--- src/rtl/seq_detector_param.sv ---
// seq_detector_param: parametrised Moore serial pattern detector.
// The state register holds the length of the pattern prefix matched so far.
// A KMP-style next-state function is evaluated over PATTERN at elaboration.
// Optional saturating hit counter is built only when SEQ_DET_COUNT_EN is defined;
// otherwise match_count is tied to zero.
module seq_detector_param #(
    parameter int unsigned    N       = 4,
    parameter logic [N-1:0]   PATTERN = 4'b1011,
    parameter bit             OVERLAP = 1'b1,
    parameter int unsigned    CW      = 8
) (
    input  logic                     clk,
    input  logic                     reset,
    input  logic                     clear,
    input  logic                     en,
    input  logic                     w,
    output logic                     z,
    output logic [$clog2(N+1)-1:0]   state,
    output logic [CW-1:0]            match_count
);

    localparam int unsigned   SW       = $clog2(N+1);
    localparam logic [SW-1:0] ST_EMPTY = '0;
    localparam logic [SW-1:0] ST_MATCH = SW'(N);

    logic [SW-1:0] state_q;
    logic [SW-1:0] state_d;

    // Bit i of the pattern in arrival order (bit 0 is PATTERN[N-1]).
    function automatic logic pat_bit(input int unsigned i);
        logic [N-1:0] shifted;
        shifted = PATTERN >> (N - 1 - i);
        return shifted[0];
    endfunction

    // Longest pattern prefix that is a suffix of (prefix of length k, then b).
    // Ascending j with last-hit-wins yields the longest match.
    function automatic logic [SW-1:0] kmp_next(input int unsigned k, input logic b);
        logic [SW-1:0] best;
        logic          ok;
        logic          sbit;
        int unsigned   idx;
        best = ST_EMPTY;
        for (int unsigned j = 1; j <= N; j++) begin
            if (j <= k + 1) begin
                ok = 1'b1;
                for (int unsigned i = 0; i < N; i++) begin
                    if (i < j) begin
                        idx  = k + 1 - j + i;
                        sbit = (idx == k) ? b : pat_bit(idx);
                        if (pat_bit(i) != sbit) begin
                            ok = 1'b0;
                        end
                    end
                end
                if (ok) begin
                    best = SW'(j);
                end
            end
        end
        return best;
    endfunction

    // Next prefix length on an accepted bit; without overlap a full match restarts from empty.
    always_comb begin
        int unsigned k;
        k       = 32'(state_q);
        state_d = state_q;
        if (!OVERLAP && (state_q == ST_MATCH)) begin
            k = 0;
        end
        if (en) begin
            state_d = kmp_next(k, w);
        end
    end

    // State register: async reset, then synchronous clear, then strobe-qualified update.
    always_ff @(posedge clk or posedge reset) begin
        if (reset) begin
            state_q <= ST_EMPTY;
        end else if (clear) begin
            state_q <= ST_EMPTY;
        end else begin
            state_q <= state_d;
        end
    end

    assign state = state_q;
    assign z     = (state_q == ST_MATCH);

`ifdef SEQ_DET_COUNT_EN
    logic [CW-1:0] count_q;
    logic [CW-1:0] count_d;

    // Count every accepted edge landing in the match state, saturating at all-ones.
    always_comb begin
        count_d = count_q;
        if (en && (state_d == ST_MATCH) && (count_q != '1)) begin
            count_d = count_q + 1'b1;
        end
    end

    // Counter register shares the state register's reset/clear precedence.
    always_ff @(posedge clk or posedge reset) begin
        if (reset) begin
            count_q <= '0;
        end else if (clear) begin
            count_q <= '0;
        end else begin
            count_q <= count_d;
        end
    end

    assign match_count = count_q;
`else
    assign match_count = '0;
`endif

endmodule

--- config.mk ---
export PLATFORM = sky130hd
export DESIGN_NAME = seq_detector_param
export DESIGN_NICKNAME = d
export VERILOG_FILES = /design/src/rtl/seq_detector_param.sv
export SDC_FILE = /design/constraint.sdc
export NUM_CORES = 1
export LEC_CHECK = 0
export ABC_AREA = 1
export BUFFER_PORTS_ARGS = -buffer_cell sky130_fd_sc_hd__buf_4
export CELL_PAD_IN_SITES_DETAIL_PLACEMENT = 1
export CELL_PAD_IN_SITES_GLOBAL_PLACEMENT = 1
export CORE_ASPECT_RATIO = 1.2
export CORE_MARGIN = 4
export CORE_UTILIZATION = 44
export CTS_BUF_LIST = sky130_fd_sc_hd__clkbuf_4 sky130_fd_sc_hd__clkbuf_8
export CTS_CLUSTER_SIZE = 40
export DETAILED_ROUTE_END_ITERATION = 8
export PLACE_DENSITY_LB_ADDON = 0.12
export REMOVE_ABC_BUFFERS = 1
export SLEW_MARGIN = 5
export SYNTH_ARGS = -nofsm -noshare
export SYNTH_HDL_FRONTEND = slang
export SYNTH_SLANG_ARGS = --single-unit
export TNS_END_PERCENT = 30
--- constraint.sdc ---
create_clock -name clk -period 7.6 [get_ports clk]
set_clock_uncertainty 0.1 [all_clocks]
set_input_delay 2.28 -clock clk [delete_from_list [all_inputs] [get_ports clk]]
set_output_delay 2.28 -clock clk [all_outputs]
set_load 0.01 [all_outputs]
==> flow_summary.ini <==
[synth]
synth_area_leaders = nand2_1 (24%), ha_1 (20%), nand3_1 (9.2%)
yosysSeqAreaShare_pct = 5.10
synth_top_family_by_area = simple AND/OR/NAND/NOR gates
synth-seq-cells = 3
yosys.area_share.simple_pct = 50.6
synth_top_area_share_pct = 24.5
ys_warn_count = 0
synth_compound_area_share_pct = 8.33
synth.largest_area_cell = nand2_1
synth_cell_type_count = 32
muxShareOfSynthArea_pct = 0
syn_area_um2 = 1470
syn_area_per_cell_um2 = 5.49
synthAdderAreaFrac_pct = 19.6
synthXorXnorAreaFrac_pct = 1.19
netlist_instances = 268
synth.most_common_cell = nand2_1
async_flop_share_pct = 100
synthFlopType = dfrtp_1
ys_top_cells_by_count = nand2_1 (96), inv_1 (32), nor2_1 (28)
synth_edf_count = 0

[floorplan]
die-area_um2 = 4340
coreArea_um2 = 3140
dieWidth_um = 60.8
io_pins = 17
start_util_pct = 46.9
row_count = 22
die_h_um = 71.3

[power]
p_int_mw = 0.214
switching_share_pct = 61.5
comb_power_share_pct = 87.6
power_mw = 0.556
ir_drop_mv = 0.178
leakage_nw = 0.876
power_density_nw_per_um2 = 359
seqPwrFrac_pct = 6.2
p_sw_mw = 0.342
p_clk_share_pct = 6.2

[timing]
rsz0062_at_grt = false
fmax_ghz = 0.252
hold_viol = 0
slew-limit-headroom_pct = 63.3
timing.final.crit_share_pct = 52.3
drv_slew = 0
fin_crit_ns = 3.97
worst_pin_slew_ns = 0.551
setup_violations = 0
tns_ns = 0
hold_ws_ns = 0.660

[worst_setup_path]
cp_slowest_stage_delay_ns = 0.68
cp_cell_sequence = inv_2 -> ha_1 -> nand2_1 -> inv_1 -> buf_4
crit_family = flip-flops
critPathBufInv = 3
critPathRequiredTime_ns = 5.22
slowest_stage = dfrtp_1
critPathMaxFanout = 16
start_kind = flip-flop
crit_arrival_ns = 1.59
crit_type = flip-flop to primary output
worstSetupEndpointType = primary output

[grt]
grt_pass1_wl_um = 7990
overflow = 0
grtUsageTotal_pct = 23.4
antenna_found_initial = 0
grt_pass1_vias = 1768
grt_max_degree = 17

[clock_tree]
htree_levels = 1
clock-sinks = 3
ctsHoldBuffers = 0
postCtsSetupRepairBufs = 0
cts_resized = 0
cts_tree = yes
clock_latency_ns = 0.24
cts.clk_slew.worst_paths_ns = 0.04
root_buffer = clkbuf_4
cts_max_path_buffers = 2
numCtsBuffers = 3

[finish]
largest_register_ffs = 3
drive_above_1_share_pct = 8.73
synthToLayoutAreaGrowth_pct = 5.10
nFillCells = 488
antenna_cells = 0
final_nets = 304

[detailed_routing]
dr.pass1.iters = 4
drt_iter0_drc = 77
drtAntennaViolNets = 0
routedWlPerCell_um = 14.7
drcViolationCount = 0
finalWirelength_um = 4570
via_per_inst = 5.33
vias = 1658

[run_status]
outcome = completed

[worst_hold_path]
hold_path_class = flip-flop to flip-flop

[placed_design]
dp_hpwl_um = 3620
place.gp.congestion = 0.829
io_buffer_count = 8

[flow_run]
maxCapViolations = 0
[tightest hold or removal path: stages (launching register included)]
cell,delay [ns]
dfrtp_1,0.51
nand2_1,0.14
nand2_1,0.06
[cells by family after synthesis]
family | after synthesis
fa+ha+maj | 23
simple gates | 170
other cells | 1
xor+xnor | 2
compound gates | 22
flops | 3
buf+inv | 47
[area by class of cell]
class / count / area [um2] / share of cell area [%]
well taps: 36 / 45.0 / 2.91
inverters: 35 / 134 / 8.66
flip-flops and latches: 3 / 75.1 / 4.85
clock buffers: 4 / 30.0 / 1.94
multi-input cells: 225 / 1200 / 77.8
repair buffers: 8 / 60.1 / 3.88
[worst paths after layout]
| kind | to | depth (start not counted) | slack (ns) | start |
|---|---|---|---|---|
| worst max-delay path | z | 5 | 3.63 | state[0] |
| worst min-delay path | state[1] | 2 | 0.66 | state[1] |
| worst max register to register | state[0] | 20 | 3.71 | state[0] |
| worst min register to register | state[1] | 2 | 0.66 | state[1] |
| max in group asynchronous | state[0] | 2 | 5.45 | reset |
| min in group asynchronous | state[2] | 2 | 1.81 | reset |
[routing by layer]
layer	track usage (%)	vias to the layer above	wire length, um
met5	0	-	0
met4	6.51	0	63
met3	1.80	8	115
met2	45.7	30	2560
met1	25.6	769	1830
li1	-	851	-
[layout by cell type, fill, tap and decap left out]
master     synthesis  final
xnor2_1            1      1
nand3_2            2      2
inv_2              2      2
nand2_1           96     96
nor3_1             3      3
o21ai_0            8      8
a21oi_1            7      7
nand2_4            3      3
o211ai_1           2      2
inv_1             32     32
clkbuf_4           0      4
buf_4              8      8
nor2_2             1      1
nand3_1           27     27
xor2_1             1      1
nor2_4             1      1
or2_2              1      1
a21boi_0           1      1
a31oi_1            1      1
o2111ai_1          1      1
nand2_2            1      1
nand4_1            5      5
conb_1             1      8
nor3b_1            1      1
o21ai_1            2      2
ha_1              23     23
inv_4              1      1
and2_1             1      1
dfrtp_1            3      3
nor2_1            28     28
[power by group through the flow]
stage / combinational, mW / sequential [mW] / clock (mW)
3_3_place_gp: 0.474 / 0.0333 / 0
4_1_cts: 0.489 / 0.0344 / 0.0338
3_5_place_dp: 0.480 / 0.0341 / 0
6_report: 0.487 / 0.0346 / 0.0344
5_1_grt: 0.573 / 0.0362 / 0.0347
2_1_floorplan: 0.367 / 0.0315 / 0
[stage by stage]
step                std cells  setup slack, ns  util, %  area [um2]
finish                    311             3.63     49.3        1550
floorplan                 263             4.17        -        1410
CTS                       311             3.63     49.3        1550
detailed placement        307             3.81     48.3        1520
global placement          307             3.94     48.3        1520
global route              311             3.28     49.3        1550
Note: power is estimated with default switching activity, not from simulation.
